<file path="config.mk">
export PLATFORM = sky130hd
export DESIGN_NAME = mux4_rr_arbiter_flat
export DESIGN_NICKNAME = d
export VERILOG_FILES = /design/src/rtl/mux4_rr_arbiter_if.sv /design/src/rtl/mux4_rr_arbiter.sv /design/src/flat_wrapper.sv
export SDC_FILE = /design/constraint.sdc
export NUM_CORES = 1
export LEC_CHECK = 0
export BUFFER_PORTS_ARGS = -buffer_cell sky130_fd_sc_hd__buf_2
export CORE_ASPECT_RATIO = 1.2
export CORE_MARGIN = 3
export CORE_UTILIZATION = 52
export CTS_CLUSTER_SIZE = 16
export DETAILED_ROUTE_END_ITERATION = 10
export GPL_TIMING_DRIVEN = 0
export PLACE_DENSITY = 0.75
export SETUP_SLACK_MARGIN = 0.2
export SYNTH_ARGS = -nofsm -noshare
export SYNTH_HDL_FRONTEND = slang
export SYNTH_SLANG_ARGS = --single-unit
</file>
<file path="constraint.sdc">
create_clock -name clk -period 2.47 [get_ports clk]
set_input_delay 0.3705 -clock clk [delete_from_list [all_inputs] [get_ports clk]]
set_output_delay 0.3705 -clock clk [all_outputs]
set_load 0.01 [all_outputs]
</file>
<file path="src/rtl/mux4_rr_arbiter_if.sv">
// Handshake/bus bundle between the four mux requesters and the round-robin arbiter.
// The master side drives requests and data. The slave side (the arbiter) returns the grant, the select and the gated mux bit.
interface mux4_rr_arbiter_if #(
  parameter int CW = 4
);
  logic [3:0]    req;
  logic [3:0]    d;
  logic [3:0]    gnt;
  logic [1:0]    sel;
  logic          valid;
  logic          y;
  logic [CW-1:0] hold_cnt;

  modport master (
    output req, d,
    input  gnt, sel, valid, y, hold_cnt
  );

  modport slave (
    input  req, d,
    output gnt, sel, valid, y, hold_cnt
  );
endinterface

</file>
<file path="src/rtl/mux4_rr_arbiter.sv">
// Round-robin arbiter and select sequencer for a 4:1 bit mux.
// A hold limit stops one requester from monopolising the mux.
//
// state | meaning
// IDLE  | no grant; sel keeps its last value
// GRANT | exactly one gnt bit high; sel indexes the owner
module mux4_rr_arbiter #(
  parameter int HOLD_MAX = 8,
  parameter int CW       = 4
) (
  input logic             clk,
  input logic             rst_n,
  mux4_rr_arbiter_if.slave bus
);

  typedef enum logic {IDLE = 1'b0, GRANT = 1'b1} state_t;

  state_t        state_q, state_d;
  logic [1:0]    ptr_q, ptr_d;
  logic [1:0]    sel_q, sel_d;
  logic [3:0]    gnt_q, gnt_d;
  logic [CW-1:0] hold_q, hold_d;

  logic [3:0] others;
  logic [2:0] pick_all, pick_oth;
  logic       expired;
  logic       do_grant;
  logic [1:0] new_idx;

  // Returns {found, index} of the first set mask bit in the order ptr+1, ptr+2, ptr+3, ptr.
  function automatic logic [2:0] rr_pick(input logic [1:0] ptr, input logic [3:0] mask);
    logic [1:0] idx;
    logic [2:0] res;
    res = 3'b000;
    for (int k = 4; k >= 1; k--) begin
      idx = ptr + 2'(k);
      if (mask[idx]) res = {1'b1, idx};
    end
    return res;
  endfunction

  always_ff @(posedge clk or negedge rst_n) begin
    if (!rst_n) begin
      state_q <= IDLE;
      ptr_q   <= 2'd3;
      sel_q   <= 2'd0;
      gnt_q   <= 4'b0000;
      hold_q  <= '0;
    end else begin
      state_q <= state_d;
      ptr_q   <= ptr_d;
      sel_q   <= sel_d;
      gnt_q   <= gnt_d;
      hold_q  <= hold_d;
    end
  end

  always_comb begin
    state_d  = state_q;
    ptr_d    = ptr_q;
    sel_d    = sel_q;
    gnt_d    = gnt_q;
    hold_d   = hold_q;
    do_grant = 1'b0;
    new_idx  = 2'd0;
    others   = bus.req & ~gnt_q;
    pick_all = rr_pick(ptr_q, bus.req);
    pick_oth = rr_pick(ptr_q, others);
    expired  = (HOLD_MAX != 0) && (hold_q == CW'(HOLD_MAX));

    unique case (state_q)
      IDLE: begin
        if (pick_all[2]) begin
          do_grant = 1'b1;
          new_idx  = pick_all[1:0];
        end
      end
      GRANT: begin
        // Release wins over expiry; both hand over straight to the next competitor.
        if (!bus.req[sel_q] || expired) begin
          if (pick_oth[2]) begin
            do_grant = 1'b1;
            new_idx  = pick_oth[1:0];
          end else if (!bus.req[sel_q]) begin
            state_d = IDLE;
            gnt_d   = 4'b0000;
            hold_d  = '0;
          end else begin
            hold_d = CW'(1);
          end
        end else if (hold_q != '1) begin
          hold_d = hold_q + CW'(1);
        end
      end
      default: state_d = IDLE;
    endcase

    if (do_grant) begin
      state_d = GRANT;
      sel_d   = new_idx;
      ptr_d   = new_idx;
      gnt_d   = 4'b0001 << new_idx;
      hold_d  = CW'(1);
    end
  end

  always_comb begin
    bus.gnt      = gnt_q;
    bus.sel      = sel_q;
    bus.valid    = (state_q == GRANT);
    bus.hold_cnt = hold_q;
    bus.y        = (state_q == GRANT) & bus.d[sel_q];
  end

endmodule

</file>
<file path="src/flat_wrapper.sv">
// flat-port wrapper written by rule: the top's interface ports become plain ports
module mux4_rr_arbiter_flat 
#(
  parameter int HOLD_MAX = 8,
  parameter int CW       = 4
)
  (clk, rst_n, bus_req, bus_d, bus_gnt, bus_sel, bus_valid, bus_y, bus_hold_cnt);
  mux4_rr_arbiter_if #(.CW(CW)) bus_i ();
  input logic clk;
  input logic rst_n;
  input wire logic [$bits(bus_i.req)-1:0] bus_req;
  input wire logic [$bits(bus_i.d)-1:0] bus_d;
  output wire logic [$bits(bus_i.gnt)-1:0] bus_gnt;
  output wire logic [$bits(bus_i.sel)-1:0] bus_sel;
  output wire logic [$bits(bus_i.valid)-1:0] bus_valid;
  output wire logic [$bits(bus_i.y)-1:0] bus_y;
  output wire logic [$bits(bus_i.hold_cnt)-1:0] bus_hold_cnt;
  assign bus_i.req = bus_req;
  assign bus_i.d = bus_d;
  assign bus_gnt = bus_i.gnt;
  assign bus_sel = bus_i.sel;
  assign bus_valid = bus_i.valid;
  assign bus_y = bus_i.y;
  assign bus_hold_cnt = bus_i.hold_cnt;
  mux4_rr_arbiter #(.HOLD_MAX(HOLD_MAX), .CW(CW)) u_core (.clk(clk), .rst_n(rst_n), .bus(bus_i));
endmodule
</file>
==> flow_summary.toml <==
[outcome]
outcome = "complete, no violations"

[worst_setup_path]
cp_max_fo = 10
crit_slowest_cell = "a2111oi_1"
end_kind = "register"
required_ns = 2.66
cp_cell_sequence = "buf_2 > a2111oi_0 > a2111oi_1 > a32oi_2 > o31ai_2"
cp.buffers_inverters = 1
setup.worst_path.start_class = "register"
cp.depth = 5
critical_path.top_delay_family = "compound AO/OA/AOI/OAI gates"
worstSetupPathType = "register to register"
r2r_start = "u_core.ptr_q[0]"
cp-startpoint = "u_core.ptr_q[0]"
reg2regPathDepth = 5
worst_ep_arrival_time_ns = 2.15
max_stage_delay_ns = 0.58

[floorplan]
die_h_um = 53.0
die_w_um = 45.2
initial_core_util = 0.570
die-area_um2 = 2400
pin_count = 22
core.rowCount = 16
core_um2 = 1680

[placement]
dp_hpwl_mm = 1.61
dp_cells = 141
port_buffers = 20
gp_congestion = 0.908
placed_cell_area_um2 = 1080

[synth]
synth_edf_count = 0
syn-num-nets = 115
synthAdderAreaFrac = 0.0261
syn-cell-area_um2 = 958
yosys-top-cells-area = "dfrtp_1 (29%), dfstp_2 (5.5%), nand2_1 (5.1%)"
yosys.area.top_type_share = 0.287
synthArstFlopShare = 1.00
synth_cell_types = 46
synth_mux_area_frac = 0.0574
synthXorXnorAreaFrac = 0.00914
yosys_warnings = 0
synth_cells = 103
synth_top_family_by_area = "compound AO/OA/AOI/OAI gates"
ys_seq_area_frac = 0.342
yosys.area.top_type = "dfrtp_1"
synthSimpleGateAreaFrac = 0.225
synth_flop_cell = "dfrtp_1"
ys_seq_elements = 13
syn_avg_cell_area_um2 = 9.31
synth_compound_area_frac = 0.289

[clocking]
ctsResizeCount = 0
clk_latency_ns = 0.28
cts_root_buf = "clkbuf_4"
clock_path_buffers = 2
cts_buffers = 3
post_cts_buffers = 0
cts_tree = "yes"
h-tree-depth = 1
cts_sinks = 13
clkTransAtPathRegs_ns = 0.08

[cells_and_area]
drive_gt1_frac = 0.297
final_nets = 141
area_delta_synth_final_pct = 16.6
final_cells = 146
final_common_cell = "buf_2"
antenna_cells = 0
layout_common_cells = "buf_2 (21), nand2_1 (13), dfrtp_1 (11), o21ai_0 (7)"
final_cell_area_um2 = 1120

[sta]
slew_headroom = 0.559
fin_tns_setup_ns = 0
fin_crit_sh = 0.790
tightest_slew_ns = 0.658
final_hold_viol_count = 0
timing.final.crit_period_ns = 1.95
hold_slack_ns = 0.449
setup_viol = 0
clock_skew_ns = 0.00513
rsz0062_at_grt = "no"
drv_slew = 0
max_freq_mhz = 512

[routing]
firstDrtPassIters = 4
drt_wl_total_mm = 2.10
vias = 912
detail-route-antenna-nets = 0
drt_first_iter_violations = 20
routedWlPerCell_um = 14.4
via_per_inst = 6.25
drcViolationCount = 0

[flow_run]
drv_cap = 0

[min_path]
min_from = "bus_req[1]"
hold_path.class = "primary input to register"
whs_path_depth = 3

[grt]
globalRouteOverflowTotal = 0
grtUsageTotal = 0.205
grt_max_degree = 14
antenna_found_initial = 0
grt_pass1_wl_mm = 3.64
grt_pass1_vias = 815

[power_and_ir_drop]
p_leak_nw = 0.531
vdd_drop_max_mv = 0.713
p_per_area_nw_per_um2 = 1240
-- synthesized netlist by cell type (2+ instances only) --
cell type and count:
dfrtp_1 11, a21oi_1 4, nand2b_1 5, mux4_2 2, o31ai_2 2, a21o_1 4
ha_1 2, buf_4 2, dfstp_2 2, nor2_1 4, inv_1 5, a22o_1 3
nand2_1 13, o21ai_0 7, nor2b_1 3, nand3_1 2, o31ai_1 2, nand3b_1 2
-- state kept, by name, indices dropped and copies added, names as in the netlist --
name / cells
u_core.bus.valid: 1
u_core.bus.gnt: 4
u_core.bus.hold_cnt: 4
u_core.bus.sel: 2
u_core.ptr_q: 2
-- metal layers --
metal	track usage	vias up	wire (µm)
met3	0.0408	5	126
met4	0.0732	0	35
met2	0.323	34	1020
met5	0	-	0
met1	0.274	434	918
li1	-	439	-
-- worst reg2reg max path: stages, from the launching register on --
cell and delay, ns:
dfstp_2 0.52, buf_2 0.19, a2111oi_0 0.13, a2111oi_1 0.58, a32oi_2 0.19, o31ai_2 0.26
-- power by group --
part	switching, W	internal (W)
Sequential	0.000101	0.000322
Combinational	0.000442	0.000380
Clock	0.0000725	0.0000628
Total	0.000616	0.000764
-- cells by family after synthesis --
group	count (synthesis)
buffers and inverters	9
multiplexers	3
AO/OA/AOI/OAI	36
XOR/XNOR	1
adder cells (fa/ha/maj)	2
AND/OR/NAND/NOR	39
flip-flops	13
-- cell type report --
cell class	instances	area [µm²]
multi-input cells	81	581
fillers	158	564
flip-flops and latches	13	328
repair buffers	21	110
plain buffers	4	31.3
clock buffers	4	26.3
well taps	18	22.5
inverters	5	18.8
-- repair_timing --
| action | in CTS | in global routing |
|---|---|---|
| hold endpoints to repair | 11 | 0 |
| endpoints found under the setup margin | 0 | 0 |
| hold buffers | 1 | 0 |
-- final timing paths --
kind | to | slack, ns
worst max-delay path | u_core.bus.gnt[2] | 0.52
worst min-delay path | u_core.bus.valid | 0.45
worst max register to register | u_core.bus.gnt[2] | 0.52
worst min register to register | u_core.bus.gnt[0] | 0.52
max in group asynchronous | u_core.ptr_q[1] | 1.69
min in group asynchronous | u_core.bus.hold_cnt[0] | 0.50
-- through the flow --
step	power, W	setup slack, ns	util
2_1_floorplan	0.00103	0.712	-
3_3_place_gp	0.00123	0.463	0.643
3_5_place_dp	0.00125	0.454	0.643
4_1_cts	0.00139	0.504	0.664
5_1_grt	0.00151	0.336	0.664
6_report	0.00138	0.518	0.664
No activity file was read; power rests on OpenSTA's default activity.
